## src/rtl/hex_step_counter_if.sv

```systemverilog
// Button/load inputs and decoder-facing outputs of hex_step_counter.
interface hex_step_counter_if;
  logic       key_up_n;
  logic       key_dn_n;
  logic       load;
  logic [3:0] load_val;
  logic [3:0] value;
  logic       blank;
  logic       step;

  modport master (
    output key_up_n, key_dn_n, load, load_val,
    input  value, blank, step
  );

  modport slave (
    input  key_up_n, key_dn_n, load, load_val,
    output value, blank, step
  );
endinterface

```

## src/rtl/hex_step_counter.sv

```systemverilog
// Debounced up/down hex counter feeding the HEX0 seven-segment decoder.
// Define HEX_STEP_AUTO_REPEAT_EN to enable hold-to-repeat stepping.
module hex_step_counter #(
  parameter int CLK_HZ          = 50000000,
  parameter int DEBOUNCE_MS     = 10,
  parameter int REPEAT_DELAY_MS = 500,
  parameter int REPEAT_RATE_MS  = 100,
  parameter int MAX_VAL         = 15
) (
  input logic               CLOCK_50,
  input logic               reset_n,
  hex_step_counter_if.slave bus
);

  localparam int DB_CYC = CLK_HZ / 1000 * DEBOUNCE_MS;
  localparam int DB_W   = (DB_CYC > 1) ? $clog2(DB_CYC) : 1;
  localparam logic [DB_W-1:0] DB_LAST = DB_W'(DB_CYC - 1);
  localparam logic [3:0]      MAX_V   = 4'(MAX_VAL);

`ifdef HEX_STEP_AUTO_REPEAT_EN
  localparam int RD_CYC = CLK_HZ / 1000 * REPEAT_DELAY_MS;
  localparam int RR_CYC = CLK_HZ / 1000 * REPEAT_RATE_MS;
  localparam int TM_MAX = (RD_CYC > RR_CYC) ? RD_CYC : RR_CYC;
  localparam int TM_W   = (TM_MAX > 1) ? $clog2(TM_MAX) : 1;
  localparam logic [TM_W-1:0] RD_LAST = TM_W'(RD_CYC - 1);
  localparam logic [TM_W-1:0] RR_LAST = TM_W'(RR_CYC - 1);

  logic [TM_W-1:0] timer;
`endif

  typedef enum logic [1:0] {IDLE, HOLD, REPEAT} state_t;

  state_t          state;
  logic [1:0]      up_sync;
  logic [1:0]      dn_sync;
  logic [1:0]      sync_vld;
  logic [1:0]      sync_lvl;
  logic [1:0]      db_lvl;
  logic [1:0]      lock;
  logic [DB_W-1:0] db_cnt [2];
  logic            up_act;
  logic            dn_act;
  logic            up_act_q;
  logic            dn_act_q;
  logic            up_rise;
  logic            dn_rise;
  logic            dir_up;
  logic            keep_hold;
  logic            do_step;
  logic            step_up;
  logic [3:0]      step_val;
  logic [3:0]      load_clamped;
  logic [3:0]      value_q;
  logic            blank_q;
  logic            step_q;

  // Key levels are kept active-high (1 = pressed); bit 0 is up, bit 1 is down.
  always_ff @(posedge CLOCK_50) begin
    if (!reset_n) begin
      up_sync  <= 2'b00;
      dn_sync  <= 2'b00;
      sync_vld <= 2'b00;
    end else begin
      up_sync  <= {up_sync[0], ~bus.key_up_n};
      dn_sync  <= {dn_sync[0], ~bus.key_dn_n};
      sync_vld <= {sync_vld[0], 1'b1};
    end
  end

  assign sync_lvl = {dn_sync[1], up_sync[1]};

  // A key still held when reset lifts stays locked until it is seen released.
  always_ff @(posedge CLOCK_50) begin
    if (!reset_n) begin
      db_lvl <= 2'b00;
      lock   <= 2'b11;
      for (int i = 0; i < 2; i++) begin
        db_cnt[i] <= '0;
      end
    end else begin
      for (int i = 0; i < 2; i++) begin
        if (!sync_vld[1]) begin
          db_cnt[i] <= '0;
        end else begin
          if (!sync_lvl[i] && !db_lvl[i]) begin
            lock[i] <= 1'b0;
          end
          if (sync_lvl[i] != db_lvl[i]) begin
            if (db_cnt[i] == DB_LAST) begin
              db_lvl[i] <= sync_lvl[i];
              db_cnt[i] <= '0;
            end else begin
              db_cnt[i] <= db_cnt[i] + DB_W'(1);
            end
          end else begin
            db_cnt[i] <= '0;
          end
        end
      end
    end
  end

  assign up_act  = db_lvl[0] & ~db_lvl[1] & ~lock[0];
  assign dn_act  = db_lvl[1] & ~db_lvl[0] & ~lock[1];
  assign up_rise = up_act & ~up_act_q;
  assign dn_rise = dn_act & ~dn_act_q;

  always_comb begin
    keep_hold = dir_up ? up_act : dn_act;
    do_step   = 1'b0;
    step_up   = dir_up;
    case (state)
      IDLE: begin
        if (up_rise || dn_rise) begin
          do_step = 1'b1;
          step_up = up_rise;
        end
      end
`ifdef HEX_STEP_AUTO_REPEAT_EN
      HOLD:    do_step = keep_hold && (timer == RD_LAST);
      REPEAT:  do_step = keep_hold && (timer == RR_LAST);
`endif
      default: do_step = 1'b0;
    endcase
  end

  always_comb begin
    if (step_up) begin
      step_val = (value_q == MAX_V) ? 4'd0 : value_q + 4'd1;
    end else begin
      step_val = (value_q == 4'd0) ? MAX_V : value_q - 4'd1;
    end
    load_clamped = (bus.load_val > MAX_V) ? MAX_V : bus.load_val;
  end

  // Load overrides a same-cycle step on the outputs but never touches the FSM.
  always_ff @(posedge CLOCK_50) begin
    if (!reset_n) begin
      state    <= IDLE;
      dir_up   <= 1'b0;
      up_act_q <= 1'b0;
      dn_act_q <= 1'b0;
      value_q  <= 4'd0;
      blank_q  <= 1'b1;
      step_q   <= 1'b0;
`ifdef HEX_STEP_AUTO_REPEAT_EN
      timer    <= '0;
`endif
    end else begin
      up_act_q <= up_act;
      dn_act_q <= dn_act;
      case (state)
        IDLE: begin
          if (up_rise || dn_rise) begin
            state  <= HOLD;
            dir_up <= up_rise;
`ifdef HEX_STEP_AUTO_REPEAT_EN
            timer  <= '0;
`endif
          end
        end
        HOLD: begin
          if (!keep_hold) begin
            state <= IDLE;
          end
`ifdef HEX_STEP_AUTO_REPEAT_EN
          else if (timer == RD_LAST) begin
            state <= REPEAT;
            timer <= '0;
          end else begin
            timer <= timer + TM_W'(1);
          end
`endif
        end
`ifdef HEX_STEP_AUTO_REPEAT_EN
        REPEAT: begin
          if (!keep_hold) begin
            state <= IDLE;
          end else if (timer == RR_LAST) begin
            timer <= '0;
          end else begin
            timer <= timer + TM_W'(1);
          end
        end
`endif
        default: state <= IDLE;
      endcase

      if (bus.load) begin
        value_q <= load_clamped;
        blank_q <= 1'b0;
        step_q  <= 1'b0;
      end else if (do_step) begin
        value_q <= step_val;
        blank_q <= 1'b0;
        step_q  <= 1'b1;
      end else begin
        step_q  <= 1'b0;
      end
    end
  end

  assign bus.value = value_q;
  assign bus.blank = blank_q;
  assign bus.step  = step_q;

endmodule

```

## src/flat_wrapper.sv

```systemverilog
// flat-port wrapper written by rule: the top's interface ports become plain ports
module hex_step_counter_flat 
#(
  parameter int CLK_HZ          = 50000000,
  parameter int DEBOUNCE_MS     = 10,
  parameter int REPEAT_DELAY_MS = 500,
  parameter int REPEAT_RATE_MS  = 100,
  parameter int MAX_VAL         = 15
)
  (CLOCK_50, reset_n, bus_key_up_n, bus_key_dn_n, bus_load, bus_load_val, bus_value, bus_blank, bus_step);
  hex_step_counter_if bus_i ();
  input logic CLOCK_50;
  input logic reset_n;
  input wire logic [$bits(bus_i.key_up_n)-1:0] bus_key_up_n;
  input wire logic [$bits(bus_i.key_dn_n)-1:0] bus_key_dn_n;
  input wire logic [$bits(bus_i.load)-1:0] bus_load;
  input wire logic [$bits(bus_i.load_val)-1:0] bus_load_val;
  output wire logic [$bits(bus_i.value)-1:0] bus_value;
  output wire logic [$bits(bus_i.blank)-1:0] bus_blank;
  output wire logic [$bits(bus_i.step)-1:0] bus_step;
  assign bus_i.key_up_n = bus_key_up_n;
  assign bus_i.key_dn_n = bus_key_dn_n;
  assign bus_i.load = bus_load;
  assign bus_i.load_val = bus_load_val;
  assign bus_value = bus_i.value;
  assign bus_blank = bus_i.blank;
  assign bus_step = bus_i.step;
  hex_step_counter #(.CLK_HZ(CLK_HZ), .DEBOUNCE_MS(DEBOUNCE_MS), .REPEAT_DELAY_MS(REPEAT_DELAY_MS), .REPEAT_RATE_MS(REPEAT_RATE_MS), .MAX_VAL(MAX_VAL)) u_core (.CLOCK_50(CLOCK_50), .reset_n(reset_n), .bus(bus_i));
endmodule
```

## config.mk

```make
export PLATFORM = sky130hd
export DESIGN_NAME = hex_step_counter_flat
export DESIGN_NICKNAME = d
export VERILOG_FILES = /design/src/rtl/hex_step_counter_if.sv /design/src/rtl/hex_step_counter.sv /design/src/flat_wrapper.sv
export SDC_FILE = /design/constraint.sdc
export NUM_CORES = 1
export LEC_CHECK = 0
export BUFFER_PORTS_ARGS = -buffer_cell sky130_fd_sc_hd__buf_2
export CORE_MARGIN = 2
export CORE_UTILIZATION = 60
export CTS_BUF_LIST = sky130_fd_sc_hd__clkbuf_16
export DETAILED_ROUTE_END_ITERATION = 16
export GPL_TIMING_DRIVEN = 0
export PLACE_DENSITY_LB_ADDON = 0.15
export SETUP_SLACK_MARGIN = 0.1
export SLEW_MARGIN = 10
export SYNTH_ARGS = -nofsm -noshare
export SYNTH_HDL_FRONTEND = slang
export SYNTH_SLANG_ARGS = --single-unit
```

## constraint.sdc

```tcl
create_clock -name CLOCK_50 -period 2.1 [get_ports CLOCK_50]
set_input_delay 0.21 -clock CLOCK_50 [delete_from_list [all_inputs] [get_ports CLOCK_50]]
set_output_delay 0.21 -clock CLOCK_50 [all_outputs]
set_load 0.1 [all_outputs]
```

# Yosys cells after proc, flatten, opt, wreduce, memory -nomap -nowiden
# Memory sizes are Yosys's and may differ from the RTL's.
# Index checks and enable logic that the tools add are counted.
# classes
add_sub_neg,4
magnitude_cmp,1
eq_ne,8
muxes,58
bitwise_logic,23
n_reduce_logical,16
# ops
operator,count
two-way mux 19 bit,8
two-way mux 1 bit,41
"adder 19 x 1 -> 19 bit, second input constant",2
"== test 19 bit, second input constant",2
two-way mux 4 bit,6
inverter 1 bit,9
OR 1 bit,8
bitwise AND 1 bit,6
AND reduction 2 bit,3
AND reduction 3 bit,2
"adder 4 x 1 -> 4 bit, second input constant",1
"== test 4 bit, second input constant",1
"greater-than comparator 4 bit, second input constant",1
zero test 1 bit,4
zero test 4 bit,1
two-way mux 2 bit,2
one-hot mux 2 bit (2 select lines),1
"subtractor 4 x 1 -> 4 bit, second input constant",1
"== test 2 x 1 -> 1 bit, second input constant",1
logical AND 1 bit,2
zero test 2 bit,1
inequality test 1 bit,2
"inequality test 2 x 1 -> 1 bit, second input constant",1
"inequality test 2 bit, second input constant",1
3 further kinds,3
# totals
ff_bits,21
ramBits,38
out_inout_bits,6
wordCells,126
n_memories,1
# memory_table
name,words,word_bits,rd,rd_ports_with_merged_regs,write_ports,line,rtl
u_core.db_cnt,2,19,2,0,2,hex_step_counter.sv:40,logic [DB_W-1:0] db_cnt [2];

# Logic depth before layout (Yosys ltp)
# logic_depth
ltp_word,10
ltp_mapped,6
depth_no_buf,6

# Worst setup path before layout
# Ideal clock, no wire load.
# synth_timing
kind,flip-flop to flip-flop
startpoint,register u_core.value_q[0] (netlist: u_core.bus.value[0])
endpoint,register u_core.value_q[3] (netlist: u_core.bus.value[3])
setup_ns,0.126
arrival_ns,2.000
setup_slack_ns,-0.026
path_stages_with_launch,7
n_path_buf,0
period_less_slack_ns,2.126
cell_sequence,dfxtp_1 -> inv_1 -> ha_1 -> o21ba_2 -> nor3_1 -> o21ai_0 -> a31oi_1
# synth_via
elab_chain_len,5
# synth_rtl
element,line,rtl
"start, declared",hex_step_counter.sv:53,logic [3:0] value_q;
"start signal, assigned",hex_step_counter.sv:190,value_q <= load_clamped;
"start signal, assigned",hex_step_counter.sv:194,value_q <= step_val;
subtractor 4 x 1 -> 4 bit (tied with other cells),hex_step_counter.sv:131,step_val = (value_q == 4'd0) ? MAX_V : value_q - 4'd1;
"two-way mux 4 bit, on equally long branches","hex_step_counter.sv:131, hex_step_counter.sv:129",
two-way mux 4 bit *,hex_step_counter.sv:128,if (step_up) begin
two-way mux 4 bit *,hex_step_counter.sv:193,end else if (do_step) begin
two-way mux 4 bit *,hex_step_counter.sv:189,if (bus.load) begin
# Mark *: on every way between the ends. The rest lies on a longest branch, timed or not. The select of a mux whose other input is x is not followed.
# A chain may end at the register's enable or synchronous reset.

==> results.py <==
metrics = {
    "worst_setup_path": {
        "cp_max_fo": 10,
        "crit_path_max_incr_delay_ns": 0.56,
        "cp-end-kind": "register",
        "critical_path.top_delay_family": "simple AND/OR/NAND/NOR gates",
        "critical_path.startpoint_type": "register",
        "crit_chain": "nand3_1 -> or4_4 -> o21bai_4 -> buf_4 -> nor2_1",
        "crit_buf_inv": 1,
        "cp_slowest_cell": "or4_4",
        "critical_path_required_ns": 2.18,
        "cp.arrival_ns": 2.07,
        "worstSetupPathType": "reg2reg",
    },
    "logic_synthesis": {
        "ys_warn_count": 0,
        "async_flop_share_pct": 0,
        "synth_cell_types": 50,
        "synth_area_um2": 3030,
        "syn_inst": 302,
        "yosysSeqAreaShare_pct": 50.9,
        "synth_edf_count": 38,
        "synth-seq-cells": 58,
        "synth_ff_type": "edfxtp_1",
        "syn_avg_cell_area_um2": 10.0,
    },
    "route": {
        "vias": 2496,
        "vias_per_cell": 5.55,
        "drc": 0,
        "drt-initial-drc-count": 151,
        "first_pass_iters": 5,
        "wl_per_cell_um": 14.4,
        "antenna_left": 0,
        "drt_wl_total_um": 6490,
    },
    "floorplanning": {
        "dieHeight_um": 75.1,
        "dieArea_um2": 5640,
        "ios": 15,
        "die_w_um": 75.1,
        "rows": 25,
        "core_um2": 4790,
        "start_util_pct": 63.3,
    },
    "pwr": {
        "swShare_pct": 22.0,
        "p_per_area_nw_per_um2": 816,
        "comb_power_share_pct": 5.9,
        "p_switching_mw": 0.685,
        "p_int_mw": 2.43,
        "ir_worst_vdd_v": 0.000801,
        "power_mw": 3.11,
        "p_clk_share_pct": 52.1,
        "power.leakage_nw": 1.42,
        "sequentialPowerShare_pct": 42.0,
    },
    "worst_hold_path": {
        "hp-class": "in2reg",
    },
    "run_status": {
        "run_status": "complete, no violations",
    },
    "grt": {
        "grt_pass1_wl_um": 10500,
        "grtUsageTotal_pct": 25.1,
        "grt_overflow": 0,
        "grt_pass1_vias": 2332,
        "grt_max_degree": 12,
        "antenna_found_initial": 0,
    },
    "timing": {
        "fmax_ghz": 0.504,
        "rsz0062_at_grt": "true",
        "fin_ws_ns": 0.115,
        "finalSetupTns_ns": 0,
        "min_period_over_period_pct": 94.5,
        "hold_viol": 0,
        "clock_skew_ns": 0.00579,
        "worstMarginPinSlew_ns": 0.565,
        "setup_viol": 0,
        "maxSlewViolCount": 0,
        "max_slew_margin_pct": 62.0,
        "min_period_ns": 1.99,
    },
    "place": {
        "hpwl_um": 4000,
        "pre_cts_ws_ns": -0.141,
        "place.gp.congestion": 0.818,
        "port_buffers": 13,
    },
    "cts": {
        "path_clk_slew_ns": 0.05,
        "cts_tree": "built",
        "clock_latency_ns": 0.33,
        "cts_root_buffer": "clkbuf_16",
        "cts_made_buffers": 9,
        "cts_hold_buf": 0,
        "cts_max_level": 3,
        "clkSinkCount": 58,
        "clockBufferDepth": 2,
    },
    "run": {
        "drv_cap": 0,
    },
    "cells_and_area": {
        "fin_nets": 394,
        "synthToLayoutAreaGrowth_pct": 26.0,
        "fillers": 307,
        "n_antenna_cell": 0,
        "drive_gt1_share_pct": 16.4,
    },
}
-- per-stage QoR --
stage | instances | hold slack [ns] | util, % | instance area, µm²
global placement | 419 | 0.365 | 69.4 | 3320
detailed placement | 419 | 0.368 | 69.4 | 3320
floorplan | 339 | 0.238 | - | 3170
finish | 450 | 0.0308 | 79.8 | 3820
CTS | 438 | 0.0259 | 77.5 | 3710
global route | 450 | 0.0346 | 79.8 | 3820
-- cell usage in the layout (no fill, tap or decap), types with 14 or more instances in the layout --
cell,instances
nor2_1,34
dfxtp_1,18
nand3_1,17
a21oi_1,14
edfxtp_1,38
conb_1,38
buf_4,16
inv_1,15
nand2_1,25
-- power groups by stage --
stage / Combinational (mW) / Clock (mW) / Sequential [mW]
after floorplan: 0.0887 / 0 / 1.36
after global placement: 0.162 / 0 / 1.32
after detailed placement: 0.165 / 0 / 1.33
after CTS: 0.173 / 1.63 / 1.31
after global routing: 0.204 / 1.68 / 1.31
final: 0.185 / 1.62 / 1.31
-- synth_stat cells, types with 6 or more instances --
master    count  area [µm²]
edfxtp_1     38        1140
nor2_1       34         128
nand2_1      25        93.8
dfxtp_1      20         400
nand3_1      19        95.1
inv_1        15        56.3
a21oi_1      14        70.1
xor2_1       13         114
xnor2_1      12         105
o21ai_0      10        50.1
nand4_1       8        50.1
ha_1          7        87.6
and3_1        6        37.5
nor3_1        6        30.0
or3_1         6        37.5
-- flip-flops by register name, summed over array words and instances (netlist names) --
name / flops
u_core.bus.blank: 1
u_core.bus.step: 1
u_core.bus.value: 4
u_core.db_cnt: 38
u_core.db_lvl: 2
u_core.dir_up: 1
u_core.dn_act_q: 1
u_core.dn_sync: 2
u_core.lock: 2
u_core.state: 1
u_core.sync_vld: 2
u_core.up_act_q: 1
u_core.up_sync: 2
-- routing by layer --
layer | wire length, µm | global-route usage [%]
met1 | 2720 | 30.6
met2 | 3340 | 42.7
met3 | 337 | 8.43
met4 | 95 | 7.14
met5 | 0 | 0
-- timing repair --
item	in CTS	in global routing
pin swaps	1	3
gates resized for setup	5	5
endpoints found under the setup margin	22	33
setup buffers	3	12
-- worst register-to-register path: stages (launching register included) --
cell and delay, ns:
edfxtp_1 0.41, nand3_1 0.19, or4_4 0.56, o21bai_4 0.29, buf_4 0.23, nor2_1 0.07
-- logic make-up after synthesis --
kind of cell / count (synthesis) / synth area share [%]
and+or+nand+nor: 142 / 25.4
DFF: 58 / 50.9
AOI/OAI and AO/OA: 46 / 10.3
xor gates and xnor gates: 25 / 7.23
buffers and inverters: 22 / 2.81
adders and majority gates: 7 / 2.89
other: 1 / 0.124
muxes: 1 / 0.330
-- area by class of cell --
| cell class | instances | area [µm²] | area share [%] |
|---|---|---|---|
| multi-input combinational | 259 | 1590 | 41.5 |
| clock inverter | 6 | 87.6 | 2.29 |
| sequential | 58 | 1540 | 40.4 |
| timing repair buffer | 28 | 178 | 4.65 |
| clock buffer | 10 | 250 | 6.55 |
| tap | 67 | 83.8 | 2.20 |
| buffer | 7 | 33.8 | 0.885 |
| inverter | 15 | 56.3 | 1.47 |
-- final timing paths --
| path | startpoint | to | slack, ns | cells after the start |
|---|---|---|---|---|
| worst max-delay path | u_core.db_cnt[0][16] | u_core.db_cnt[0][15] | 0.11 | 5 |
| worst min-delay path | bus_key_dn_n | u_core.dn_sync[0] | 0.03 | 2 |
| worst max register to register | u_core.db_cnt[0][16] | u_core.db_cnt[0][15] | 0.11 | 5 |
| worst min register to register | u_core.dn_sync[0] | u_core.dn_sync[1] | 0.44 | 1 |
Note: power is estimated with default switching activity, not from simulation.
